--- src/rtl/sni_match_scheduler_if.sv ---
// Byte stream in, engine word/reset out, and per-string result handshake for the SNI match scheduler.
interface sni_match_scheduler_if;
  logic        i_sni_valid;
  logic [7:0]  i_sni_data;
  logic        i_sni_last;
  logic        o_sni_ready;
  logic        o_eng_rst;
  logic        o_eng_valid;
  logic [15:0] o_eng_data;
  logic        i_eng_matched;
  logic        o_res_valid;
  logic        o_res_matched;
  logic        o_res_trunc;
  logic [15:0] o_res_len;
  logic        i_res_ready;
  logic        o_busy;

  modport slave (
    input  i_sni_valid, i_sni_data, i_sni_last, i_eng_matched, i_res_ready,
    output o_sni_ready, o_eng_rst, o_eng_valid, o_eng_data,
    output o_res_valid, o_res_matched, o_res_trunc, o_res_len, o_busy
  );

  modport master (
    output i_sni_valid, i_sni_data, i_sni_last, i_eng_matched, i_res_ready,
    input  o_sni_ready, o_eng_rst, o_eng_valid, o_eng_data,
    input  o_res_valid, o_res_matched, o_res_trunc, o_res_len, o_busy
  );
endinterface

--- src/rtl/sni_match_scheduler.sv ---
// Packs SNI bytes into 16-bit words for a shared match engine, resets the engine between strings,
// and returns one sticky match verdict per string once the engine pipeline has drained.
module sni_match_scheduler #(
  parameter int unsigned CLR_CYCLES = 4,
  parameter int unsigned MATCH_LAT  = 3,
  parameter int unsigned MAX_LEN    = 255,
  parameter logic [7:0]  PAD_BYTE   = 8'h00
) (
  input logic                  i_clk,
  input logic                  i_rst,
  sni_match_scheduler_if.slave bus
);
  localparam int CW      = (CLR_CYCLES > 1) ? $clog2(CLR_CYCLES) : 1;
  localparam int DW      = (MATCH_LAT > 1) ? $clog2(MATCH_LAT) : 1;
  localparam int FW      = $clog2(MAX_LEN + 1);
  localparam bit MAX_ODD = (MAX_LEN % 2) == 1;

  typedef enum logic [1:0] {CLEAR, FEED, DRAIN, REPORT} state_e;

  state_e        state_q;
  logic [CW-1:0] clr_cnt_q;
  logic [DW-1:0] drn_cnt_q;
  logic [FW-1:0] fwd_q;
  logic [7:0]    hi_q;
  logic [15:0]   len_q;
  logic          trunc_q;
  logic          match_q;

  logic          eng_rst_q;
  logic          sni_ready_q;
  logic          eng_valid_q;
  logic [15:0]   eng_data_q;
  logic          res_valid_q;
  logic          res_matched_q;
  logic          res_trunc_q;
  logic [15:0]   res_len_q;
  logic          busy_q;

  logic          accept;
  logic          fwd_ok;
  logic          match_d;
  logic [15:0]   len_d;

  assign accept  = sni_ready_q && bus.i_sni_valid;
  assign fwd_ok  = fwd_q < FW'(MAX_LEN);
  assign match_d = match_q | bus.i_eng_matched;
  assign len_d   = (len_q == 16'hFFFF) ? len_q : len_q + 16'd1;

  always_ff @(posedge i_clk) begin
    if (i_rst) begin
      state_q       <= CLEAR;
      clr_cnt_q     <= '0;
      drn_cnt_q     <= '0;
      fwd_q         <= '0;
      hi_q          <= '0;
      len_q         <= '0;
      trunc_q       <= 1'b0;
      match_q       <= 1'b0;
      eng_rst_q     <= 1'b1;
      sni_ready_q   <= 1'b0;
      eng_valid_q   <= 1'b0;
      eng_data_q    <= '0;
      res_valid_q   <= 1'b0;
      res_matched_q <= 1'b0;
      res_trunc_q   <= 1'b0;
      res_len_q     <= '0;
      busy_q        <= 1'b0;
    end else begin
      eng_valid_q <= 1'b0;
      case (state_q)
        CLEAR: begin
          if (clr_cnt_q == CW'(CLR_CYCLES - 1)) begin
            state_q     <= FEED;
            clr_cnt_q   <= '0;
            eng_rst_q   <= 1'b0;
            sni_ready_q <= 1'b1;
            busy_q      <= 1'b1;
            fwd_q       <= '0;
            hi_q        <= '0;
            len_q       <= '0;
            trunc_q     <= 1'b0;
            match_q     <= 1'b0;
          end else begin
            clr_cnt_q <= clr_cnt_q + CW'(1);
          end
        end
        FEED: begin
          match_q <= match_d;
          if (accept) begin
            len_q <= len_d;
            if (fwd_ok) begin
              fwd_q <= fwd_q + FW'(1);
              if (fwd_q[0]) begin
                eng_valid_q <= 1'b1;
                eng_data_q  <= {hi_q, bus.i_sni_data};
              end else if (bus.i_sni_last) begin
                eng_valid_q <= 1'b1;
                eng_data_q  <= {bus.i_sni_data, PAD_BYTE};
              end else begin
                hi_q <= bus.i_sni_data;
              end
            end else begin
              trunc_q <= 1'b1;
              // An odd MAX_LEN leaves a half word pending; flush it on the first dropped byte.
              if (MAX_ODD && !trunc_q) begin
                eng_valid_q <= 1'b1;
                eng_data_q  <= {hi_q, PAD_BYTE};
              end
            end
            if (bus.i_sni_last) begin
              state_q     <= DRAIN;
              sni_ready_q <= 1'b0;
              drn_cnt_q   <= '0;
            end
          end
        end
        DRAIN: begin
          match_q <= match_d;
          // The cycle carrying the final engine beat is not part of the drain window.
          if (!eng_valid_q) begin
            if (drn_cnt_q == DW'(MATCH_LAT - 1)) begin
              state_q       <= REPORT;
              res_valid_q   <= 1'b1;
              res_matched_q <= match_d;
              res_trunc_q   <= trunc_q;
              res_len_q     <= len_q;
            end else begin
              drn_cnt_q <= drn_cnt_q + DW'(1);
            end
          end
        end
        REPORT: begin
          if (bus.i_res_ready) begin
            state_q     <= CLEAR;
            clr_cnt_q   <= '0;
            res_valid_q <= 1'b0;
            eng_rst_q   <= 1'b1;
            busy_q      <= 1'b0;
          end
        end
        default: state_q <= CLEAR;
      endcase
    end
  end

  assign bus.o_sni_ready   = sni_ready_q;
  assign bus.o_eng_rst     = eng_rst_q;
  assign bus.o_eng_valid   = eng_valid_q;
  assign bus.o_eng_data    = eng_data_q;
  assign bus.o_res_valid   = res_valid_q;
  assign bus.o_res_matched = res_matched_q;
  assign bus.o_res_trunc   = res_trunc_q;
  assign bus.o_res_len     = res_len_q;
  assign bus.o_busy        = busy_q;
endmodule

--- src/flat_wrapper.sv ---
// flat-port wrapper written by rule: the top's interface ports become plain ports
module sni_match_scheduler_flat 
#(
  parameter int unsigned CLR_CYCLES = 4,
  parameter int unsigned MATCH_LAT  = 3,
  parameter int unsigned MAX_LEN    = 255,
  parameter logic [7:0]  PAD_BYTE   = 8'h00
)
  (i_clk, i_rst, bus_i_sni_valid, bus_i_sni_data, bus_i_sni_last, bus_i_eng_matched, bus_i_res_ready, bus_o_sni_ready, bus_o_eng_rst, bus_o_eng_valid, bus_o_eng_data, bus_o_res_valid, bus_o_res_matched, bus_o_res_trunc, bus_o_res_len, bus_o_busy);
  sni_match_scheduler_if bus_i ();
  input logic i_clk;
  input logic i_rst;
  input wire logic [$bits(bus_i.i_sni_valid)-1:0] bus_i_sni_valid;
  input wire logic [$bits(bus_i.i_sni_data)-1:0] bus_i_sni_data;
  input wire logic [$bits(bus_i.i_sni_last)-1:0] bus_i_sni_last;
  input wire logic [$bits(bus_i.i_eng_matched)-1:0] bus_i_eng_matched;
  input wire logic [$bits(bus_i.i_res_ready)-1:0] bus_i_res_ready;
  output wire logic [$bits(bus_i.o_sni_ready)-1:0] bus_o_sni_ready;
  output wire logic [$bits(bus_i.o_eng_rst)-1:0] bus_o_eng_rst;
  output wire logic [$bits(bus_i.o_eng_valid)-1:0] bus_o_eng_valid;
  output wire logic [$bits(bus_i.o_eng_data)-1:0] bus_o_eng_data;
  output wire logic [$bits(bus_i.o_res_valid)-1:0] bus_o_res_valid;
  output wire logic [$bits(bus_i.o_res_matched)-1:0] bus_o_res_matched;
  output wire logic [$bits(bus_i.o_res_trunc)-1:0] bus_o_res_trunc;
  output wire logic [$bits(bus_i.o_res_len)-1:0] bus_o_res_len;
  output wire logic [$bits(bus_i.o_busy)-1:0] bus_o_busy;
  assign bus_i.i_sni_valid = bus_i_sni_valid;
  assign bus_i.i_sni_data = bus_i_sni_data;
  assign bus_i.i_sni_last = bus_i_sni_last;
  assign bus_i.i_eng_matched = bus_i_eng_matched;
  assign bus_i.i_res_ready = bus_i_res_ready;
  assign bus_o_sni_ready = bus_i.o_sni_ready;
  assign bus_o_eng_rst = bus_i.o_eng_rst;
  assign bus_o_eng_valid = bus_i.o_eng_valid;
  assign bus_o_eng_data = bus_i.o_eng_data;
  assign bus_o_res_valid = bus_i.o_res_valid;
  assign bus_o_res_matched = bus_i.o_res_matched;
  assign bus_o_res_trunc = bus_i.o_res_trunc;
  assign bus_o_res_len = bus_i.o_res_len;
  assign bus_o_busy = bus_i.o_busy;
  sni_match_scheduler #(.CLR_CYCLES(CLR_CYCLES), .MATCH_LAT(MATCH_LAT), .MAX_LEN(MAX_LEN), .PAD_BYTE(PAD_BYTE)) u_core (.i_clk(i_clk), .i_rst(i_rst), .bus(bus_i));
endmodule
--- config.mk ---
export PLATFORM = sky130hd
export DESIGN_NAME = sni_match_scheduler_flat
export DESIGN_NICKNAME = d
export VERILOG_FILES = /design/src/rtl/sni_match_scheduler_if.sv /design/src/rtl/sni_match_scheduler.sv /design/src/flat_wrapper.sv
export SDC_FILE = /design/constraint.sdc
export NUM_CORES = 1
export LEC_CHECK = 0
export ABC_AREA = 1
export ABC_CLOCK_PERIOD_IN_PS = 2630
export CAP_MARGIN = 40
export CORE_MARGIN = 3
export CORE_UTILIZATION = 60
export CTS_CLUSTER_DIAMETER = 80
export DETAILED_ROUTE_END_ITERATION = 8
export PLACE_DENSITY = 0.86
export SKIP_CTS_REPAIR_TIMING = 1
export SLEW_MARGIN = 10
export SYNTH_ARGS = -nofsm -noshare
export SYNTH_HDL_FRONTEND = slang
export SYNTH_SLANG_ARGS = --single-unit
--- constraint.sdc ---
create_clock -name i_clk -period 2.63 [get_ports i_clk]
set_input_delay 0.263 -clock i_clk [delete_from_list [all_inputs] [get_ports i_clk]]
set_output_delay 0.263 -clock i_clk [all_outputs]
set_load 0.05 [all_outputs]
==> results.cfg <==
[outcome]
status = complete, no violations

[power]
power_density_nw_per_um2 = 725
cellLeakagePower_nw = 1.98
clockPowerShare_pct = 26.2
p_sw_share_pct = 37.7
p_sw_mw = 1.31
p_total_mw = 3.47
power_frac_comb_pct = 32.3
p_seq_share_pct = 41.5
intPower_mw = 2.16
vdd_drop_max_mv = 0.737

[sta]
setup_ws_ps = 519
hold_viol_final = 0
slew_viol_final = 0
tightest_slew_ps = 504
fin_crit_ps = 2110
maxSlewHeadroom_pct = 66.3
fmax_mhz = 474
min_period_over_period_pct = 80.3
setup_tns_ps = 0
rsz0062_at_grt = no
clock-skew-final_ps = 12.8
finalSetupViolCount = 0

[synth]
ys_seq_elements = 79
synth.distinct_cells = 41
synth_nets = 607
yosysWarnings = 0
ys_seq_area_share_pct = 38.9
synthTopCellsByArea = dfxtp_1 (39%), nand2_1 (12%), nor2_1 (7.7%)
syn_area_per_cell_sq_um = 6.97
synth_area_leader_cell = dfxtp_1
netlist_area_sq_um = 4070
synth_top_area_share_pct = 38.9
synthCells = 584

[grt]
antenna_found_initial = 0
grt_max_degree = 56
overflow = 0
grt_pass1_wl_um = 16100
grtUsageTotal_pct = 26.2
grt_pass1_vias = 3692

[layout]
drive_above_1_share_pct = 9.13
areaGrowthSynthToFinish_pct = 17.6
fillers = 499
nets = 653
num_antenna_cells = 0
final_area_sq_um = 4780

[worst_setup_path]
crit_type = reg -> reg
path_common_cell = nand2_1
startpoint_type = register
crit_path_top_delay_cell = dfxtp_1
critPathBufInv = 3
critical_path_arrival_ps = 2380
required_ps = 2900
path_cells = inv_1 > ha_1 > o21ai_1 > nand2_1 > inv_2 > nand2_2 > inv_2 > nand2_1 > nand2_1 > nor2_1
endpoint_kind = register
max_stage_delay_ps = 390
critical_path.max_fanout = 15
path_delay_family = buffers and inverters

[floorplan]
start_util_pct = 63.0
fp.dieH_um = 88.3
die_w_um = 88.3
rows = 29
core_area_sq_um = 6460
ios = 53
dieArea_sq_um = 7800

[clock_network]
cts.clk_slew.worst_paths_ps = 80
cts-root-buf = clkbuf_8
cts_sinks = 79
cts_tree = done
cts_made_buffers = 9
insertion_delay_ps = 360
htreeDepth = 3
clk_path_buf_depth = 2

[route]
avgViaCountPerCell = 5.54
drt_iter0_drc = 191
drc = 0
vias = 3946
drt-pass1-iter-count = 5
wl_um = 9580
antenna_left = 0
avgRoutedWirePerCell_um = 13.5

[run]
maxCapViolCount = 0

[placement]
io_buffers = 52
dp_slack_ps = 549
dpl-instance-area_sq_um = 4590
hpwl_um = 6440
globalplace.congestion = 0.894

[worst_hold_path]
hold_path_class = reg -> reg
-- tightest hold or removal path, delay by kind of cell, from the launching register on --
kind / cells / cell delay [ps]
AOI/OAI and AO/OA: 1 / 70
DFF: 1 / 310
and+or+nand+nor: 1 / 50
-- through the flow --
| step | utilization (%) | hold slack (ps) | instances |
|---|---|---|---|
| finish | 74.0 | 475 | 712 |
| global route | 74.0 | 493 | 712 |
| CTS | 74.0 | 474 | 712 |
| detailed placement | 71.1 | 458 | 696 |
| global placement | 71.1 | 448 | 696 |
| floorplan | - | 378 | 584 |
-- Yosys cell counts, drive strengths merged --
master and count:
nand4 7, or2 2, clkbuf 13, ha 9, nor2 101, clkinv 1, a21oi 45, nand3b 2
nor3 6, nor3b 1, o22ai 1, inv 56, a31oi 2, nand2 132, xor2 2, dfxtp 79
o21a 1, o21ai 56, buf 10, a311oi 1, nand3 57
-- registers in the layout, summed over array words and instances, names as in the netlist, 2 cells and up --
name and count:
u_core.bus.o_res_len 16, u_core.len_q 16, u_core.drn_cnt_q 2, u_core.state_q 2, u_core.fwd_q 8, u_core.hi_q 8, u_core.bus.o_eng_data 16, u_core.clr_cnt_q 2
-- metal layers --
metal | part of all wire (%) | wire length (um) | vias up | GRT usage [%]
li1 | - | - | 1978 | -
met1 | 44 | 4170 | 1793 | 31.1
met2 | 48 | 4580 | 151 | 44.5
met3 | 5.9 | 567 | 24 | 4.75
met4 | 2.7 | 257 | 0 | 14.6
met5 | 0 | 0 | - | 0
-- layout make-up --
class | instances | area, sq um | area share [%]
well taps | 77 | 96.3 | 2.01
clock buffers | 12 | 145 | 3.04
clock inverters | 4 | 45.0 | 0.942
flip-flops and latches | 79 | 1580 | 33.1
inverters | 57 | 221 | 4.63
repair buffers | 58 | 566 | 11.8
multi-input cells | 425 | 2130 | 44.5
-- power by group through the flow --
stage	combinational [mW]	clock (mW)	sequential [mW]
2_1_floorplan	0.693	0	1.60
3_3_place_gp	1.07	0	1.45
3_5_place_dp	1.10	0	1.46
4_1_cts	1.11	0.916	1.44
5_1_grt	1.26	0.966	1.46
6_report	1.12	0.908	1.44
-- path summary, 6_finish.rpt --
| check | endpoint | start | slack [ps] | cells after the start |
|---|---|---|---|---|
| max | u_core.len_q[7]$_SDFFE_PP0P_ | u_core.state_q[0]$_SDFFE_PP0P_ | 520 | 10 |
| min | u_core.bus.o_eng_rst$_SDFFE_PP1P_ | u_core.bus.o_eng_rst$_SDFFE_PP1P_ | 480 | 2 |
| max reg2reg | u_core.len_q[7]$_SDFFE_PP0P_ | u_core.state_q[0]$_SDFFE_PP0P_ | 520 | 10 |
| min reg2reg | u_core.bus.o_eng_rst$_SDFFE_PP1P_ | u_core.bus.o_eng_rst$_SDFFE_PP1P_ | 480 | 2 |
-- placed cells by master, fill, tap and decap left out, types with 3 or more instances in the layout --
master	Yosys	final
a21oi_1	45	45
buf_4	1	6
clkbuf_8	1	10
clkdlybuf4s50_1	0	52
clkinv_2	0	3
dfxtp_1	79	79
ha_1	9	9
inv_1	52	52
inv_2	3	3
nand2_1	125	125
nand2_2	4	4
nand3_1	55	55
nand4_1	6	6
nor2_1	83	82
nor2_2	14	15
nor3_1	6	6
o21ai_0	53	53
-- logic make-up after synthesis --
group / synth area share (%)
AO/OA/AOI/OAI: 13.7
XOR/XNOR: 0.431
adder cells (fa/ha/maj): 2.77
buffers and inverters: 8.89
flip-flops: 38.9
AND/OR/NAND/NOR: 35.4
No activity file was read; power rests on OpenSTA's default activity.
